`src/rtl/seven_seg_scan_controller_pkg.sv`:
```
// Shared types and constants for the seven-segment scan controller slice.
package seven_seg_pkg;

    localparam logic [6:0] SEG_BLANK = 7'h7F;
    localparam logic [3:0] BCD_BLANK = 4'hF;

    typedef logic [3:0] bcd_t;

    typedef enum logic [1:0] {
        IDLE    = 2'd0,
        CONVERT = 2'd1,
        COMMIT  = 2'd2
    } scan_state_t;

    // BCD pattern with every digit set to 9, used as the saturated display value
    function automatic logic [4*16-1:0] all_nines();
        logic [4*16-1:0] r;
        r = '0;
        for (int unsigned i = 0; i < 16; i++) begin
            r[i*4 +: 4] = 4'd9;
        end
        return r;
    endfunction

endpackage

```
`src/rtl/seven_seg_scan_controller_if.sv`:
```
// Value handshake between game logic (master) and the scan controller (slave).
interface seven_seg_scan_controller_if #(
    parameter int VALUE_W = 14
) ();

    logic               value_valid;
    logic [VALUE_W-1:0] value;
    logic               value_ready;

    modport master (output value_valid, output value, input value_ready);
    modport slave  (input value_valid, input value, output value_ready);

endinterface

```
`src/rtl/seven_seg_display_driver.sv`:
```
// Shared BCD-to-7-segment decoder, active-low {g,f,e,d,c,b,a}; non-decimal codes go dark.
module seven_seg_display_driver
    import seven_seg_pkg::*;
(
    input  bcd_t       digit,
    output logic [6:0] seg
);

    // Combinational digit pattern lookup
    always_comb begin
        seg = SEG_BLANK;
        case (digit)
            4'd0:    seg = 7'b1000000;
            4'd1:    seg = 7'b1111001;
            4'd2:    seg = 7'b0100100;
            4'd3:    seg = 7'b0110000;
            4'd4:    seg = 7'b0011001;
            4'd5:    seg = 7'b0010010;
            4'd6:    seg = 7'b0000010;
            4'd7:    seg = 7'b1111000;
            4'd8:    seg = 7'b0000000;
            4'd9:    seg = 7'b0010000;
            default: seg = SEG_BLANK;
        endcase
    end

endmodule

```
`src/rtl/seven_seg_scan_controller.sv`:
```
// Binary-to-BCD (double-dabble, one bit per clock) plus time-multiplexed
// common-anode 7-segment scanning through one shared decoder.
module seven_seg_scan_controller
    import seven_seg_pkg::*;
#(
    parameter int NUM_DIGITS  = 4,
    parameter int VALUE_W     = 14,
    parameter int REFRESH_DIV = 50000,
    parameter int BLANK_LZ    = 1
) (
    input  logic                    clk,
    input  logic                    rst_n,
    seven_seg_scan_controller_if.slave val_if,
    input  logic                    enable,
    output logic                    overflow,
    output logic [6:0]              segments,
    output logic [NUM_DIGITS-1:0]   anodes
);

    localparam int BCD_W = 4 * NUM_DIGITS;
    localparam int CNT_W = $clog2(VALUE_W + 1);
    localparam int REF_W = $clog2(REFRESH_DIV);
    localparam int IDX_W = (NUM_DIGITS > 1) ? $clog2(NUM_DIGITS) : 1;
    localparam logic [63:0] MAX_VAL = 64'(10 ** NUM_DIGITS - 1);
    localparam logic [4*16-1:0] NINES_ALL = all_nines();
    localparam logic [BCD_W-1:0] NINES = NINES_ALL[BCD_W-1:0];

    scan_state_t            state_q, state_d;
    logic [VALUE_W-1:0]     shreg_q, shreg_d;
    logic [BCD_W-1:0]       bcd_q, bcd_d;
    logic                   ovf_pend_q, ovf_pend_d;
    logic [CNT_W-1:0]       bit_cnt_q, bit_cnt_d;
    logic [BCD_W-1:0]       disp_q, disp_d;
    logic                   overflow_q, overflow_d;
    logic [REF_W-1:0]       ref_cnt_q, ref_cnt_d;
    logic [IDX_W-1:0]       idx_q, idx_d;
    logic [6:0]             seg_q, seg_d;
    logic [NUM_DIGITS-1:0]  an_q, an_d;

    logic [BCD_W-1:0]       adj;
    logic [NUM_DIGITS-1:0]  lz;
    logic                   zero_above;
    bcd_t                   cur_nib;
    logic [6:0]             dec_seg;

    assign val_if.value_ready = (state_q == IDLE);
    assign overflow = overflow_q;
    assign segments = seg_q;
    assign anodes   = an_q;

    // Conversion FSM: capture, VALUE_W add-3/shift steps, then commit to display
    always_comb begin
        state_d    = state_q;
        shreg_d    = shreg_q;
        bcd_d      = bcd_q;
        ovf_pend_d = ovf_pend_q;
        bit_cnt_d  = bit_cnt_q;
        disp_d     = disp_q;
        overflow_d = overflow_q;
        adj        = bcd_q;
        for (int unsigned i = 0; i < NUM_DIGITS; i++) begin
            if (bcd_q[i*4 +: 4] >= 4'd5) begin
                adj[i*4 +: 4] = bcd_q[i*4 +: 4] + 4'd3;
            end
        end
        case (state_q)
            IDLE: begin
                if (val_if.value_valid) begin
                    shreg_d    = val_if.value;
                    bcd_d      = '0;
                    ovf_pend_d = (64'(val_if.value) > MAX_VAL);
                    bit_cnt_d  = '0;
                    state_d    = CONVERT;
                end
            end
            CONVERT: begin
                bcd_d     = {adj[BCD_W-2:0], shreg_q[VALUE_W-1]};
                shreg_d   = shreg_q << 1;
                bit_cnt_d = bit_cnt_q + 1'b1;
                if (bit_cnt_q == CNT_W'(VALUE_W - 1)) begin
                    state_d = COMMIT;
                end
            end
            COMMIT: begin
                disp_d     = ovf_pend_q ? NINES : bcd_q;
                overflow_d = ovf_pend_q;
                state_d    = IDLE;
            end
            default: state_d = IDLE;
        endcase
    end

    // Free-running refresh counter and digit index; leading-zero mask and digit mux
    always_comb begin
        ref_cnt_d = ref_cnt_q + 1'b1;
        idx_d     = idx_q;
        if (ref_cnt_q == REF_W'(REFRESH_DIV - 1)) begin
            ref_cnt_d = '0;
            idx_d     = (idx_q == IDX_W'(NUM_DIGITS - 1)) ? '0 : idx_q + 1'b1;
        end
        lz         = '0;
        zero_above = 1'b1;
        for (int unsigned i = NUM_DIGITS - 1; i >= 1; i--) begin
            zero_above = zero_above && (disp_q[i*4 +: 4] == 4'd0);
            lz[i]      = zero_above && (BLANK_LZ != 0);
        end
        cur_nib = BCD_BLANK;
        for (int unsigned i = 0; i < NUM_DIGITS; i++) begin
            if (IDX_W'(i) == idx_q) begin
                cur_nib = lz[i] ? BCD_BLANK : disp_q[i*4 +: 4];
            end
        end
    end

    seven_seg_display_driver u_display_driver (
        .digit (cur_nib),
        .seg   (dec_seg)
    );

    // Registered pin drive: anode and segments for the current index change together
    always_comb begin
        seg_d = enable ? dec_seg : SEG_BLANK;
        an_d  = enable ? ~(NUM_DIGITS'(1) << idx_q) : '1;
    end

    // State registers, synchronous active-low reset
    always_ff @(posedge clk) begin
        if (!rst_n) begin
            state_q    <= IDLE;
            shreg_q    <= '0;
            bcd_q      <= '0;
            ovf_pend_q <= 1'b0;
            bit_cnt_q  <= '0;
            disp_q     <= '0;
            overflow_q <= 1'b0;
            ref_cnt_q  <= '0;
            idx_q      <= '0;
            seg_q      <= SEG_BLANK;
            an_q       <= '1;
        end else begin
            state_q    <= state_d;
            shreg_q    <= shreg_d;
            bcd_q      <= bcd_d;
            ovf_pend_q <= ovf_pend_d;
            bit_cnt_q  <= bit_cnt_d;
            disp_q     <= disp_d;
            overflow_q <= overflow_d;
            ref_cnt_q  <= ref_cnt_d;
            idx_q      <= idx_d;
            seg_q      <= seg_d;
            an_q       <= an_d;
        end
    end

endmodule
```
`src/flat_wrapper.sv`:
```
// flat-port wrapper written by rule: the top's interface ports become plain ports
module seven_seg_scan_controller_flat import seven_seg_pkg::*;
#(
    parameter int NUM_DIGITS  = 4,
    parameter int VALUE_W     = 14,
    parameter int REFRESH_DIV = 50000,
    parameter int BLANK_LZ    = 1
)
  (clk, rst_n, enable, overflow, segments, anodes, val_if_value_valid, val_if_value, val_if_value_ready);
  seven_seg_scan_controller_if #(.VALUE_W(VALUE_W)) val_if_i ();
  input  logic clk;
  input  logic rst_n;
  input  logic enable;
  output logic overflow;
  output logic [6:0] segments;
  output logic [NUM_DIGITS-1:0] anodes;
  input wire logic [$bits(val_if_i.value_valid)-1:0] val_if_value_valid;
  input wire logic [$bits(val_if_i.value)-1:0] val_if_value;
  output wire logic [$bits(val_if_i.value_ready)-1:0] val_if_value_ready;
  assign val_if_i.value_valid = val_if_value_valid;
  assign val_if_i.value = val_if_value;
  assign val_if_value_ready = val_if_i.value_ready;
  seven_seg_scan_controller #(.NUM_DIGITS(NUM_DIGITS), .VALUE_W(VALUE_W), .REFRESH_DIV(REFRESH_DIV), .BLANK_LZ(BLANK_LZ)) u_core (.clk(clk), .rst_n(rst_n), .val_if(val_if_i), .enable(enable), .overflow(overflow), .segments(segments), .anodes(anodes));
endmodule
```
`config.mk`:
```
export PLATFORM = sky130hd
export DESIGN_NAME = seven_seg_scan_controller_flat
export DESIGN_NICKNAME = d
export VERILOG_FILES = /design/src/rtl/seven_seg_scan_controller_pkg.sv /design/src/rtl/seven_seg_scan_controller_if.sv /design/src/rtl/seven_seg_display_driver.sv /design/src/rtl/seven_seg_scan_controller.sv /design/src/flat_wrapper.sv
export SDC_FILE = /design/constraint.sdc
export NUM_CORES = 1
export LEC_CHECK = 0
export ABC_AREA = 1
export CAP_MARGIN = 20
export CORE_AREA = 3 3 102 104
export CTS_BUF_LIST = sky130_fd_sc_hd__clkbuf_16
export DETAILED_ROUTE_END_ITERATION = 10
export DIE_AREA = 0 0 105 107
export PLACE_DENSITY = 0.64
export SETUP_SLACK_MARGIN = 0.15
export SLEW_MARGIN = 5
export SYNTH_ARGS = -nofsm -noshare
export SYNTH_HDL_FRONTEND = slang
export SYNTH_SLANG_ARGS = --single-unit
```
`constraint.sdc`:
```
create_clock -name clk -period 5 [get_ports clk]
set_input_delay 1.25 -clock clk [delete_from_list [all_inputs] [get_ports clk]]
set_output_delay 1.25 -clock clk [all_outputs]
set_load 0.01 [all_outputs]
```
### After elaboration in Yosys (flattened, before gate mapping)

Memories as Yosys holds them, arrays and structs flattened. A register that Yosys moved wholly into a read port is not among the register bits.
Cells that the tools add are included.

* bitwise logic cells: 2
* reduce and logical (&&, ||, !) cells: 14
* order comparisons: 5
* muxes and demuxes: 22
* add/sub/neg operators: 7
* shifts and indexed selects: 1
* equal/unequal tests: 10

Operators by type and width (number)
* 2-to-1 mux 4 bit: 11
* 2-to-1 mux 16 bit: 2
* one-hot mux 16 bit (2 select lines): 1
* one-hot mux 14 bit (2 select lines): 1
* adder 16 x 1 -> 16 bit, second input constant: 1
* == test 16 bit, second input constant: 1
* greater-or-equal comparator 4 x 3 -> 1 bit, second input constant: 4
* greater-than comparator 14 bit, second input constant: 1
* 2-to-1 mux 14 bit: 1
* adder 4 x 2 -> 4 bit, second input constant: 3
* zero test 4 bit: 3
* one-hot mux 4 bit (2 select lines): 1
* AND reduction 2 bit: 4
* 2-to-1 mux 2 bit: 3
* adder 4 x 1 -> 4 bit, second input constant: 1
* == test 2 bit, first input constant: 2
* == test 2 bit, second input constant: 2
* == test 4 bit, second input constant: 1
* zero test 2 bit: 2
* inverter 4 bit: 1
* one-hot mux 2 bit (2 select lines): 1
* left shift 1 x 2 -> 4 bit, first input constant: 1
* adder 3 x 2 -> 3 bit, second input constant: 1
* 2-to-1 mux 3 bit: 1
* 10 further kinds: 11

* input port bits: 18
* memories kept: 1
* output and inout port bits: 13
* register bits: 76
* word-level logic and storage cells: 72
* ROM bits: 112

Memory list
* (no name shown): words 16, width 7, read ports 1, clocked after Yosys merged registers in 1, write ports 0, line seven_seg_display_driver.sv:12 `case (digit)`

### Logic depth before layout (Yosys ltp)

* word-level depth: 7
* mapped depth: 15
* mapped depth without buffers: 15

### Hierarchy

Synthesis repeated with hierarchy kept, for this count alone.

* cells, all modules: 539
* area, all modules: 4003.8 um^2

By module, submodules not included
* seven_seg_scan_controller: instances 1, seq. area each 1661.6 um^2, area each 3816.2 um^2, cells an instance 504
* seven_seg_display_driver: instances 1, seq. area each 0.0 um^2, area each 187.7 um^2, cells an instance 35

### Worst setup path after synthesis

Ideal clock, no wire load.

* path type: input to register
* from: input val_if_value_valid
* to: register u_core.shreg_q[10]
* stages on the path: 6
* data arrival time: 2.026 ns
* library setup time: 0.074 ns
* data required time: 4.926 ns
* path buffers: 1
* slack: 2.900 ns
* path through: nand2_1 inv_2 nor2_1 clkbuf_1 nand2_1 a31oi_1

* word-level cells in the longest chain between the ends: 2

RTL lines
* from (decl): line flat_wrapper.sv:17 `input wire logic [$bits(val_if_i.value_valid)-1:0] val_if_value_valid;`
* inequality test 2 bit (no source line)
* AND reduction 2 bit (no source line)
* to (signal assigned): line seven_seg_scan_controller.sv:142 `shreg_q <= shreg_d;`
* to (decl): line seven_seg_scan_controller.sv:29 `logic [VALUE_W-1:0] shreg_q, shreg_d;`

No other way between the ends.
A chain may end at the register's enable or synchronous reset.

### Final worst setup path

* from: input rst_n
* to: register u_core.bit_cnt_q[2]

RTL lines
* from (decl): line flat_wrapper.sv:12 `input logic rst_n;`
* to (signal assigned): line seven_seg_scan_controller.sv:145 `bit_cnt_q <= bit_cnt_d;`
* to (decl): line seven_seg_scan_controller.sv:32 `logic [CNT_W-1:0] bit_cnt_q, bit_cnt_d;`

No word-level cell between the ends.

==> metrics.csv <==
metric;value;unit
run status;finished clean;
Peak VDD IR;0.2104;mV
met3 Resource Use GR;2.950;%
class of the worst hold path;register to register;
Fmax;348.9;MHz
routability cong.;0.8141;
net count after synthesis;546;
CP Capture Type;register;
die area;11240;µm²
crit path DAT;3090;ps
Post-synth top cells;nand2_1 (115), dfxtp_1 (83), inv_1 (50);
synthesized cell area;3834;µm²
async set-or-reset flop fraction in the synthesized netlist;0;%
Post-Synthesis Cells;512;
final worst path period share;57.32;%
met1 Use GR;18.04;%
non-filler cells, final;677;
Nets;574;
type of the worst setup path;input port to register;
grt peak-use layer;met2;
Hold Path Origin;u_core.shreg_q[7];
largest area contributor in the netlist;dfxtp_1;
Max Cap Viol;0;
max_slew headroom;59.69;%
Final setup viols;0;
DRC Markers;0;
First-pass DRT Iterations;4;
fin crit period;2866;ps
Vias per Instance;4.809;
Total Routing Usage GR;14.61;%
Post-synth EDFFs;0;
CTS buffer count;9;
setup TNS;0;ps
Synth top area share;43.34;%
clk sinks;83;
largest cells by area after synthesis;dfxtp_1 (43%), nand2_1 (11%), a21oi_1 (6.4%);
Yosys reg bits;83;
CP max FO;32;
Power Total;1.505;mW
CTS Root Cell;clkbuf_16;
Clk Latency, worst-skew pair;320;ps
Worst Reg-to-Reg Cells;14;
DR vias;3256;
multi-input logic area;1871;µm²
critical path startpoint category;input port;
htree depth;3;
Layout area overhead;19.78;%
post-CTS sizing;0;
met2 GRT Util;25.71;%
Slew @ Worst Pin;604.0;ps
Clock Tree Buf Depth;2;
CTS tree;yes;
Crit. Startpoint;rst_n;
Critical R2R Capture;u_core.segments[3];
Leak;1.712;nW
Max Slew Vio Count;0;
Routed WL per cell;11.44;µm
reg2reg start;u_core.idx_q[1];
Post-Route Utilization;47.64;%
RSZ-0062 raised after global routing;no;
worst setup path end;u_core.bit_cnt_q[2];
pwr dens;327.8;nW/µm²
vias in the first global route;3209;
initial core utilization;39.77;%
syn avg cell area;7.488;µm²
hpwl dp;5528;µm
synth unique cells;40;
PortBufs;30;
row cnt;36;
top-level port count;31;
Die W;105;µm
cell with the most instances after synthesis;nand2_1;
placed cells;661;
# fillers;954;
yosys warns;0;
Post-CTS Hold Buffers;0;
Req. time, crit path;5220;ps
die span in y;107;µm
FF/Latch Area;1662;µm²
reg-to-reg slack, setup;3020;ps
hold slack final;465.3;ps
Synth Flop Type;dfxtp_1;
diodes inserted;0;
Final Hold Viols;0;
largest net degree at the start of global routing;33;
First DRT Iteration DRCs;118;
DRT Wirelength;7745;µm
Clock transition at path regs;60;ps
Detail Route Antenna Nets;0;
Post-CTS Setup Bufs;0;
grt ovf;0;
first-pass GRT wire length;13810;µm
initial antenna violation count;0;
share of cells above drive strength 1;9.375;%
core area;9639;µm²
clock skew;5.137;ps
Seq/Total Area, Yosys;43.34;%
==> worst max-delay path, cell delays in order <==
cell and delay (ps):
clkdlybuf4s50_1 800, inv_1 370, buf_4 350, a311oi_1 300
==> power breakdown <==
part / internal, mW / switching, mW / total [mW]
logic: 0.0364 / 0.0498 / 0.0863
clock network: 0.482 / 0.251 / 0.733
registers: 0.677 / 0.00920 / 0.686
==> sequential cells by signal, summed over array words and instances, names as in the netlist <==
signal	cells
u_core.ovf_pend_q	1
u_core.overflow	1
u_core.idx_q	2
u_core.segments	7
u_core.shreg_q	14
u_core.disp_q	16
u_core.anodes	4
u_core.bit_cnt_q	4
u_core.ref_cnt_q	16
u_core.bcd_q	16
u_core.state_q	2
==> how the worst min path moves through the flow <==
| stage | endpoint | slack (ps) | cells past startpoint |
|---|---|---|---|
| 3_3_place_gp | u_core.ref_cnt_q[0] | 450 | 1 |
| 6_report | u_core.shreg_q[7] | 470 | 2 |
| 2_1_floorplan | u_core.ref_cnt_q[0] | 430 | 1 |
| 3_5_place_dp | u_core.shreg_q[7] | 460 | 2 |
| 4_1_cts | u_core.shreg_q[7] | 470 | 2 |
| 5_1_grt | u_core.ref_cnt_q[0] | 480 | 1 |
==> placed cells by master, fill, tap and decap left out, types with 8 or more instances in the layout <==
| cell | n |
|---|---|
| clkbuf_16 | 9 |
| a31oi_1 | 8 |
| nand2_1 | 115 |
| clkdlybuf4s50_1 | 30 |
| dfxtp_1 | 83 |
| inv_1 | 50 |
| a22oi_1 | 13 |
| nand2_2 | 8 |
| a21oi_1 | 49 |
| nand3_1 | 23 |
| nor2_1 | 41 |
| inv_2 | 14 |
| o21ai_0 | 25 |
| ha_1 | 16 |
==> cells by family (layout without fill, tap and decap cells) <==
group                    Yosys count  in the layout  share of synthesized area, %
AO/OA/AOI/OAI                    113            113                         17.13
XOR/XNOR                           6              6                         1.371
flip-flops                        83             83                         43.34
AND/OR/NAND/NOR                  215            215                         25.00
buffers and inverters             79            111                         7.931
adder cells (fa/ha/maj)           16             16                         5.222
==> metal layers <==
layer  vias to the layer above  wire length [µm]
met5                         -                 0
met3                         6               255
li1                       1738                 -
met1                      1460              3787
met4                         0                84
met2                        52              3618
==> final cells by class <==
cell class                      count  share of cell area, %
Multi-Input combinational cell    350                  40.74
Sequential cell                    83                  36.19
Timing Repair Buffer               32                  7.030
Inverter                           64                  5.232
Clock buffer                        9                  4.905
Tap cell                          133                  3.624
Clock inverter                      6                  2.289
==> stage by stage <==
stage | setup WS (ps) | instance area, µm²
floorplan | 2900 | 3834
global placement | 1743 | 4247
detailed placement | 1708 | 4247
CTS | 2036 | 4577
global route | 1974 | 4592
finish | 2134 | 4592
Power figures use the tool's default switching activity.
